[src/rtl/seq_pkg.sv]
// Shared definitions for the step sequencer and the count-to-address decoder.
package seq_pkg;

  // Sequencer control states, 2-bit encoding
  typedef enum logic [1:0] {
    IDLE  = 2'd0,
    RUN   = 2'd1,
    PAUSE = 2'd2,
    DONE  = 2'd3
  } seq_state_t;

  // Steps per sequence; the decoder maps exactly counts 0..SEQ_COUNT_MAX-1
  localparam int SEQ_COUNT_MAX = 198;

endpackage : seq_pkg

[src/rtl/tick_div.sv]
// Prescaler that divides sysclk by DIV; tc flags the last cycle of each period.
module tick_div #(
  parameter int DIV = 5_000_000
) (
  input  logic sysclk,
  input  logic rst_n,
  input  logic clr,
  input  logic en,
  output logic tc
);

  localparam int PW = (DIV > 1) ? $clog2(DIV) : 1;
  localparam logic [PW-1:0] LAST = PW'(DIV - 1);

  logic [PW-1:0] pre_r;

  // Count 0..DIV-1 while enabled; clear has priority, hold when disabled
  always_ff @(posedge sysclk) begin
    if (!rst_n) begin
      pre_r <= {PW{1'b0}};
    end else if (clr) begin
      pre_r <= {PW{1'b0}};
    end else if (en) begin
      if (pre_r == LAST) begin
        pre_r <= {PW{1'b0}};
      end else begin
        pre_r <= pre_r + PW'(1);
      end
    end else begin
      pre_r <= pre_r;
    end
  end

  // Terminal count reflects the held prescaler value
  assign tc = (pre_r == LAST);

endmodule : tick_div

[src/rtl/step_sequencer.sv]
// Paced step counter: FSM, count register and registered status outputs.
module step_sequencer
  import seq_pkg::*;
#(
  parameter int DIV       = 5_000_000,
  parameter int COUNT_MAX = SEQ_COUNT_MAX
) (
  input  logic       sysclk,
  input  logic       rst_n,
  input  logic       start,
  input  logic       pause,
  input  logic       stop,
  input  logic       loop,
  output logic [7:0] count,
  output logic       step,
  output logic       running,
  output logic       done
);

  localparam logic [7:0] LAST_COUNT = 8'(COUNT_MAX - 1);

  seq_state_t state_r;
  logic [7:0] count_r;
  logic       step_r;
  logic       running_r;
  logic       done_r;

  logic       idle_like_s;
  logic       pre_clr_s;
  logic       pre_en_s;
  logic       tc_s;

  // Prescaler control: clear on abort or on (re)start, advance only in an unpaused RUN
  always_comb begin
    idle_like_s = (state_r == IDLE) || (state_r == DONE);
    pre_clr_s   = stop || (idle_like_s && start);
    pre_en_s    = (state_r == RUN) && !pause && !stop;
  end

  tick_div #(
    .DIV(DIV)
  ) u_tick_div (
    .sysclk(sysclk),
    .rst_n (rst_n),
    .clr   (pre_clr_s),
    .en    (pre_en_s),
    .tc    (tc_s)
  );

  // Sequencer FSM with count and output registers; stop beats start beats pause beats tick
  always_ff @(posedge sysclk) begin
    if (!rst_n) begin
      state_r   <= IDLE;
      count_r   <= 8'd0;
      step_r    <= 1'b0;
      running_r <= 1'b0;
      done_r    <= 1'b0;
    end else if (stop) begin
      state_r   <= IDLE;
      count_r   <= 8'd0;
      step_r    <= 1'b0;
      running_r <= 1'b0;
      done_r    <= 1'b0;
    end else begin
      case (state_r)
        IDLE, DONE: begin
          step_r  <= 1'b0;
          done_r  <= 1'b0;
          count_r <= 8'd0;
          if (start) begin
            state_r   <= RUN;
            running_r <= 1'b1;
          end else begin
            state_r   <= state_r;
            running_r <= 1'b0;
          end
        end
        RUN: begin
          done_r <= 1'b0;
          if (pause) begin
            // Pausing on a terminal-count cycle swallows the tick until release
            state_r <= PAUSE;
            step_r  <= 1'b0;
          end else if (tc_s) begin
            if (count_r < LAST_COUNT) begin
              count_r <= count_r + 8'd1;
              step_r  <= 1'b1;
            end else if (loop) begin
              count_r <= 8'd0;
              step_r  <= 1'b1;
            end else begin
              // Termination: done pulse replaces the step pulse
              count_r   <= 8'd0;
              state_r   <= DONE;
              done_r    <= 1'b1;
              running_r <= 1'b0;
              step_r    <= 1'b0;
            end
          end else begin
            step_r <= 1'b0;
          end
        end
        PAUSE: begin
          step_r <= 1'b0;
          done_r <= 1'b0;
          if (!pause) begin
            state_r <= RUN;
          end else begin
            state_r <= PAUSE;
          end
        end
        default: begin
          state_r   <= IDLE;
          count_r   <= 8'd0;
          step_r    <= 1'b0;
          running_r <= 1'b0;
          done_r    <= 1'b0;
        end
      endcase
    end
  end

  assign count   = count_r;
  assign step    = step_r;
  assign running = running_r;
  assign done    = done_r;

endmodule : step_sequencer
[config.mk]
export PLATFORM = sky130hd
export DESIGN_NAME = step_sequencer
export DESIGN_NICKNAME = d
export VERILOG_FILES = /design/src/rtl/seq_pkg.sv /design/src/rtl/tick_div.sv /design/src/rtl/step_sequencer.sv
export SDC_FILE = /design/constraint.sdc
export NUM_CORES = 1
export LEC_CHECK = 0
export CAP_MARGIN = 20
export CORE_UTILIZATION = 50
export DETAILED_ROUTE_END_ITERATION = 10
export DONT_BUFFER_PORTS = 1
export RECOVER_POWER = 100
export SYNTH_ARGS = -nofsm -noshare
export SYNTH_HDL_FRONTEND = slang
export SYNTH_SLANG_ARGS = --single-unit
[constraint.sdc]
create_clock -name sysclk -period 3.36 [get_ports sysclk]
set_clock_uncertainty 0.05 [all_clocks]
set_input_delay 0.672 -clock sysclk [delete_from_list [all_inputs] [get_ports sysclk]]
set_output_delay 0.672 -clock sysclk [all_outputs]
set_load 0.1 [all_outputs]
# ---- Yosys cells after proc, flatten, opt, wreduce, memory -nomap -nowiden
# Index checks and enable logic that the tools add are counted.
# W data, S select, Z words.
dict set report word_totals {
  out_inout_bits 11
  register_bits 36
}
dict set report classes {
  n_mux 28
  addsub 2
  bitwise 1
  n_eq_ne 12
  magnitude_cmp 1
  reduce_logical 16
}
# operator count
set ops {}
lappend ops {{$mux W8} 3}
lappend ops {{$add A23 B1 Y23 const B} 1}
lappend ops {{$eq A23 B23 Y1 const B} 1}
lappend ops {{$mux W23} 1}
lappend ops {{$pmux W8 S2} 1}
lappend ops {{$mux W1} 13}
lappend ops {{$mux W2} 6}
lappend ops {{$ne A2 B2 Y1 const B} 5}
lappend ops {{$ne A3 B3 Y1 const B} 3}
lappend ops {{$add A8 B1 Y8 const B} 1}
lappend ops {{$lt A8 B8 Y1 const B} 1}
lappend ops {{$pmux W1 S2} 3}
lappend ops {{$pmux W2 S3} 1}
lappend ops {{$reduce_or A2 Y1} 3}
lappend ops {{$reduce_and A5 Y1} 1}
lappend ops {{$eq A2 B2 Y1 const B} 2}
lappend ops {{$reduce_and A4 Y1} 1}
lappend ops {{$logic_and A1 B1 Y1} 3}
lappend ops {{$reduce_and A3 Y1} 1}
lappend ops {{$reduce_or A3 Y1} 1}
lappend ops {{$eq A2 B1 Y1 const B} 1}
lappend ops {{$logic_not A1 Y1} 2}
lappend ops {{$logic_not A2 Y1} 1}
lappend ops {{$logic_or A1 B1 Y1} 2}
lappend ops {{other kinds (2)} 2}

# ---- Depth between registers and ports, before layout
dict set report logic_depth {
  depth_word 5
  depth_mapped 9
  mapped_depth_nobuf 7
}

# ---- Modules after synthesis
# From an unflattened synthesis, not the netlist that was laid out.
dict set report unflattened {
  hier_cells 219
  hier_area_um2 1876.8
}
# mod n_inst area_each_um2 cells_per_inst
set modules_own_cells {}
lappend modules_own_cells {tick_div 1 1119.8 132}
lappend modules_own_cells {step_sequencer 1 757.0 87}

# ---- Worst setup path after synthesis
# Ideal clock, no wire load.
dict set report synth_timing {
  kind {in2reg}
  from {input port pause}
  to {register u_tick_div.pre_r[17]}
  required_ns 3.184
  arrival_ns 2.336
  stages 7
  path_slack_ns 0.849
  cell_sequence {or3b_1 > buf_2 > or4_4 > buf_6 > nor4_1 > xnor2_1 > nor2_2}
}
dict set report synth_between {
  elab_chain_len 3
}
# item line_no
set synth_lines {}
lappend synth_lines {{from (decl)} step_sequencer.sv:11} ;# input logic pause,
lappend synth_lines {{$logic_not A1 Y1} n/a}
lappend synth_lines {{$logic_and A1 B1 Y1 (2 in a row)} step_sequencer.sv:37} ;# pre_en_s = (state_r == RUN) && !pause && !stop;
lappend synth_lines {{to (signal assigned)} tick_div.sv:25} ;# pre_r <= {PW{1'b0}};
lappend synth_lines {{to (signal assigned)} tick_div.sv:27} ;# pre_r <= pre_r + PW'(1);
lappend synth_lines {{to (signal assigned)} tick_div.sv:30} ;# pre_r <= pre_r;
lappend synth_lines {{to (decl)} tick_div.sv:15} ;# logic [PW-1:0] pre_r;
# No other way between the ends.
# A chain may end at the register's enable or synchronous reset.

# ---- Final worst setup path
dict set report layout_timing {
  from {register count_r[1] (netlist: count[1])}
  to {register count_r[5] (netlist: count[5])}
}
dict set report layout_between {
  elab_chain_len 5
}
# item line_no
set layout_lines {}
lappend layout_lines {{from (decl)} step_sequencer.sv:23} ;# logic [7:0] count_r;
lappend layout_lines {{from (signal assigned)} step_sequencer.sv:86} ;# count_r <= count_r + 8'd1;
lappend layout_lines {{$add A8 B1 Y8 or $lt A8 B8 Y1 (tied branches)} {step_sequencer.sv:86, step_sequencer.sv:85}}
lappend layout_lines {{$mux W8 (*)} step_sequencer.sv:85} ;# if (count_r < LAST_COUNT) begin
lappend layout_lines {{$mux W8 (*)} step_sequencer.sv:84} ;# end else if (tc_s) begin
lappend layout_lines {{$mux W8 (*)} step_sequencer.sv:80} ;# if (pause) begin
lappend layout_lines {{$pmux W8 S2 (*)} step_sequencer.sv:65} ;# case (state_r)
# Mark *: on every way between the ends. The rest lies on a longest branch, timed or not. The select of a mux whose other input is x is not followed.

==> impl_metrics.ini <==
[critical_path]
r2r-start = count[1]
worstPathMaxFanout = 5
crit_arrival_ns = 2.90
rr_worst_depth = 8
cp.required_ns = 3.47
path_class = reg -> reg
cp-start-kind = register
cp-end-kind = register
critPathLaunch = count[1]

[synthesis]
synth-warning-count = 0
ys_async_sr_fraction_pct = 0
synth_edf_count = 0
synth.avg_cell_area_um2 = 8.24
ys_ff_latch = 36
synth_fp_nets = 245
synthCells = 232
synth_cell_type_count = 42
mappedNetlistArea_um2 = 1910
synth_seq_area_share_pct = 37.7
synthFlopType = dfxtp_1

[grt]
grt_pass1_wl_um = 6690
antenna_found_initial = 0
overflow = 0
gr-usage-all-layers_pct = 20.9
grt_max_degree = 22
first_global_vias = 1580

[drt]
drtIter0Drc = 121
via_count = 1652
drt_pass1_iterations = 4
postRouteAntennaNets = 0
drt-wirelength-per-cell_um = 13.8
totalWireLength_um = 3960
drcViolationCount = 0
viasPerCell = 5.76

[clocking]
htree_levels = 2
cts_buffers = 5
cts_tree = done
cts-root-buf = clkbuf_8
cts_buffer_depth = 2
clock-sinks = 36
clock_latency_ns = 0.29
post-cts-setup-buffers = 0
ctsResizeCount = 0
clkTransAtPathRegs_ns = 0.07
cts_hold_buf = 0

[sta]
period_needed_ns = 2.79
fin_crit_sh_pct = 83.0
tightestPinTransition_ns = 1.36
hold_ws_ns = 0.433
final-hold-violation-count = 0
fmax_mhz = 359
setup_tns_ns = 0
setup_viol = 0
drv_slew = 0
grt_setup_unrepaired = no
timing.slew.headroom_pct = 9.55

[floorplan]
die_w_um = 63.8
die_area_um2 = 4070
die_y_um = 63.8
start_util_pct = 52.2
io_pins = 17
core_um2 = 3660
rows = 22

[finish]
diodes = 0
drive_gt1_share_pct = 5.44
nNetsFinal = 251
syn_to_final_growth_pct = 6.74
final_cells = 287
utilization_pct = 55.7

[power_and_ir_drop]
p_per_area_nw_per_um2 = 386
p_leak_nw = 0.617
total_power_mw = 0.787
vdd_drop_max_mv = 0.252

[placement]
hpwlAfterDp_um = 2880
placedCellCount = 279
portBuffers = 0
place.gp.congestion = 0.826

[min_path]
whs_path_depth = 2
hp-start = u_tick_div.pre_r[1]
hp-class = reg -> reg

[status]
status = complete, no violations

[run]
drv_cap = 0
-- final cells by class --
type / instances / area (um^2)
multi-input cells: 180 / 1110
repair buffers: 6 / 30.0
flip-flops and latches: 36 / 721
inverters: 9 / 33.8
well taps: 48 / 60.1
clock buffers: 8 / 90.1
fillers: 346 / 1620
-- through the flow --
| step | area [um^2] | setup WS [ns] |
|---|---|---|
| after global placement | 1980 | 0.782 |
| after global routing | 2040 | 0.385 |
| after CTS | 2070 | 0.708 |
| after floorplan | 1910 | 0.849 |
| after detailed placement | 1980 | 0.739 |
| final | 2040 | 0.573 |
-- final timing paths --
check,end,slack [ns]
setup / recovery,count[5],0.57
setup reg to reg,count[5],0.57
hold / removal,u_tick_div.pre_r[1],0.43
hold reg to reg,u_tick_div.pre_r[1],0.43
-- cell usage after synthesis, drive strengths merged (2+ instances only) --
cell / n / share of area, %
and3: 3 / 0.98
xor2: 9 / 4.1
nand2: 23 / 4.5
or4b: 4 / 2.1
ha: 7 / 4.6
inv: 9 / 1.8
xnor2: 12 / 5.5
nand2b: 4 / 1.3
o21ai: 5 / 1.3
nand3b: 2 / 0.79
nor3: 9 / 2.4
clkbuf: 4 / 0.79
a21oi: 10 / 2.6
nand4: 10 / 3.3
dfxtp: 36 / 38
buf: 3 / 1.0
nor2b: 3 / 0.98
or2b: 2 / 0.79
a31oi: 2 / 0.65
or4: 3 / 1.4
o211a: 2 / 1.0
nor4: 8 / 3.6
or3: 4 / 1.3
nand3: 13 / 3.7
nor2: 34 / 6.8
-- critical path: stages, from the launching register on --
cell and delay, ns:
dfxtp_1 0.31, clkbuf_1 0.95, inv_1 0.10, ha_1 0.22, nand2b_1 0.16, a21oi_1 0.38
nor2_1 0.16, a32oi_1 0.23, a21oi_1 0.08
-- routing by layer --
| layer | up-vias | track usage [%] | routed length [um] |
|---|---|---|---|
| met5 | - | 0 | 0 |
| met4 | 0 | 6.82 | 55 |
| met3 | 7 | 6.43 | 168 |
| met2 | 39 | 36.8 | 1880 |
| met1 | 775 | 23.6 | 1850 |
| li1 | 831 | - | - |
-- where the power goes --
group / leakage, nW / internal [mW] / switching [mW]
clock network: 0.0455 / 0.167 / 0.146
logic: 0.281 / 0.0113 / 0.0259
registers: 0.290 / 0.428 / 0.00832
-- state kept, by name, summed over array words and instances (netlist names) --
| name | cells |
|---|---|
| step | 1 |
| state_r | 2 |
| u_tick_div.pre_r | 23 |
| count | 8 |
| running | 1 |
| done | 1 |
-- cell usage in the layout, fill, tap and decap left out, types with 2 or more instances in the layout --
cell and n:
dfxtp_1 36, nor2_1 33, nand2_1 23, nand3_1 12, xnor2_1 12, nand4_1 10
a21oi_1 10, inv_1 9, xor2_1 9, nor3_1 9, nor4_1 7, ha_1 7
clkbuf_8 6, clkbuf_1 6, o21ai_0 5, nand2b_1 4, or3_1 4, or4b_1 4
nor2b_1 3, and3_1 3, or4_1 3, or2b_1 2, nand3b_1 2, a31oi_1 2
o211a_1 2, buf_4 2
-- logic make-up after synthesis --
family                   count (synthesis)  synth area share [%]
AND/OR/NAND/NOR                        128                  36.6
flip-flops                              36                  37.7
AO/OA/AOI/OAI                           24                  7.92
XOR/XNOR                                21                  9.62
buffers and inverters                   16                  3.60
adder cells (fa/ha/maj)                  7                  4.58
No activity file was read; power rests on OpenSTA's default activity.
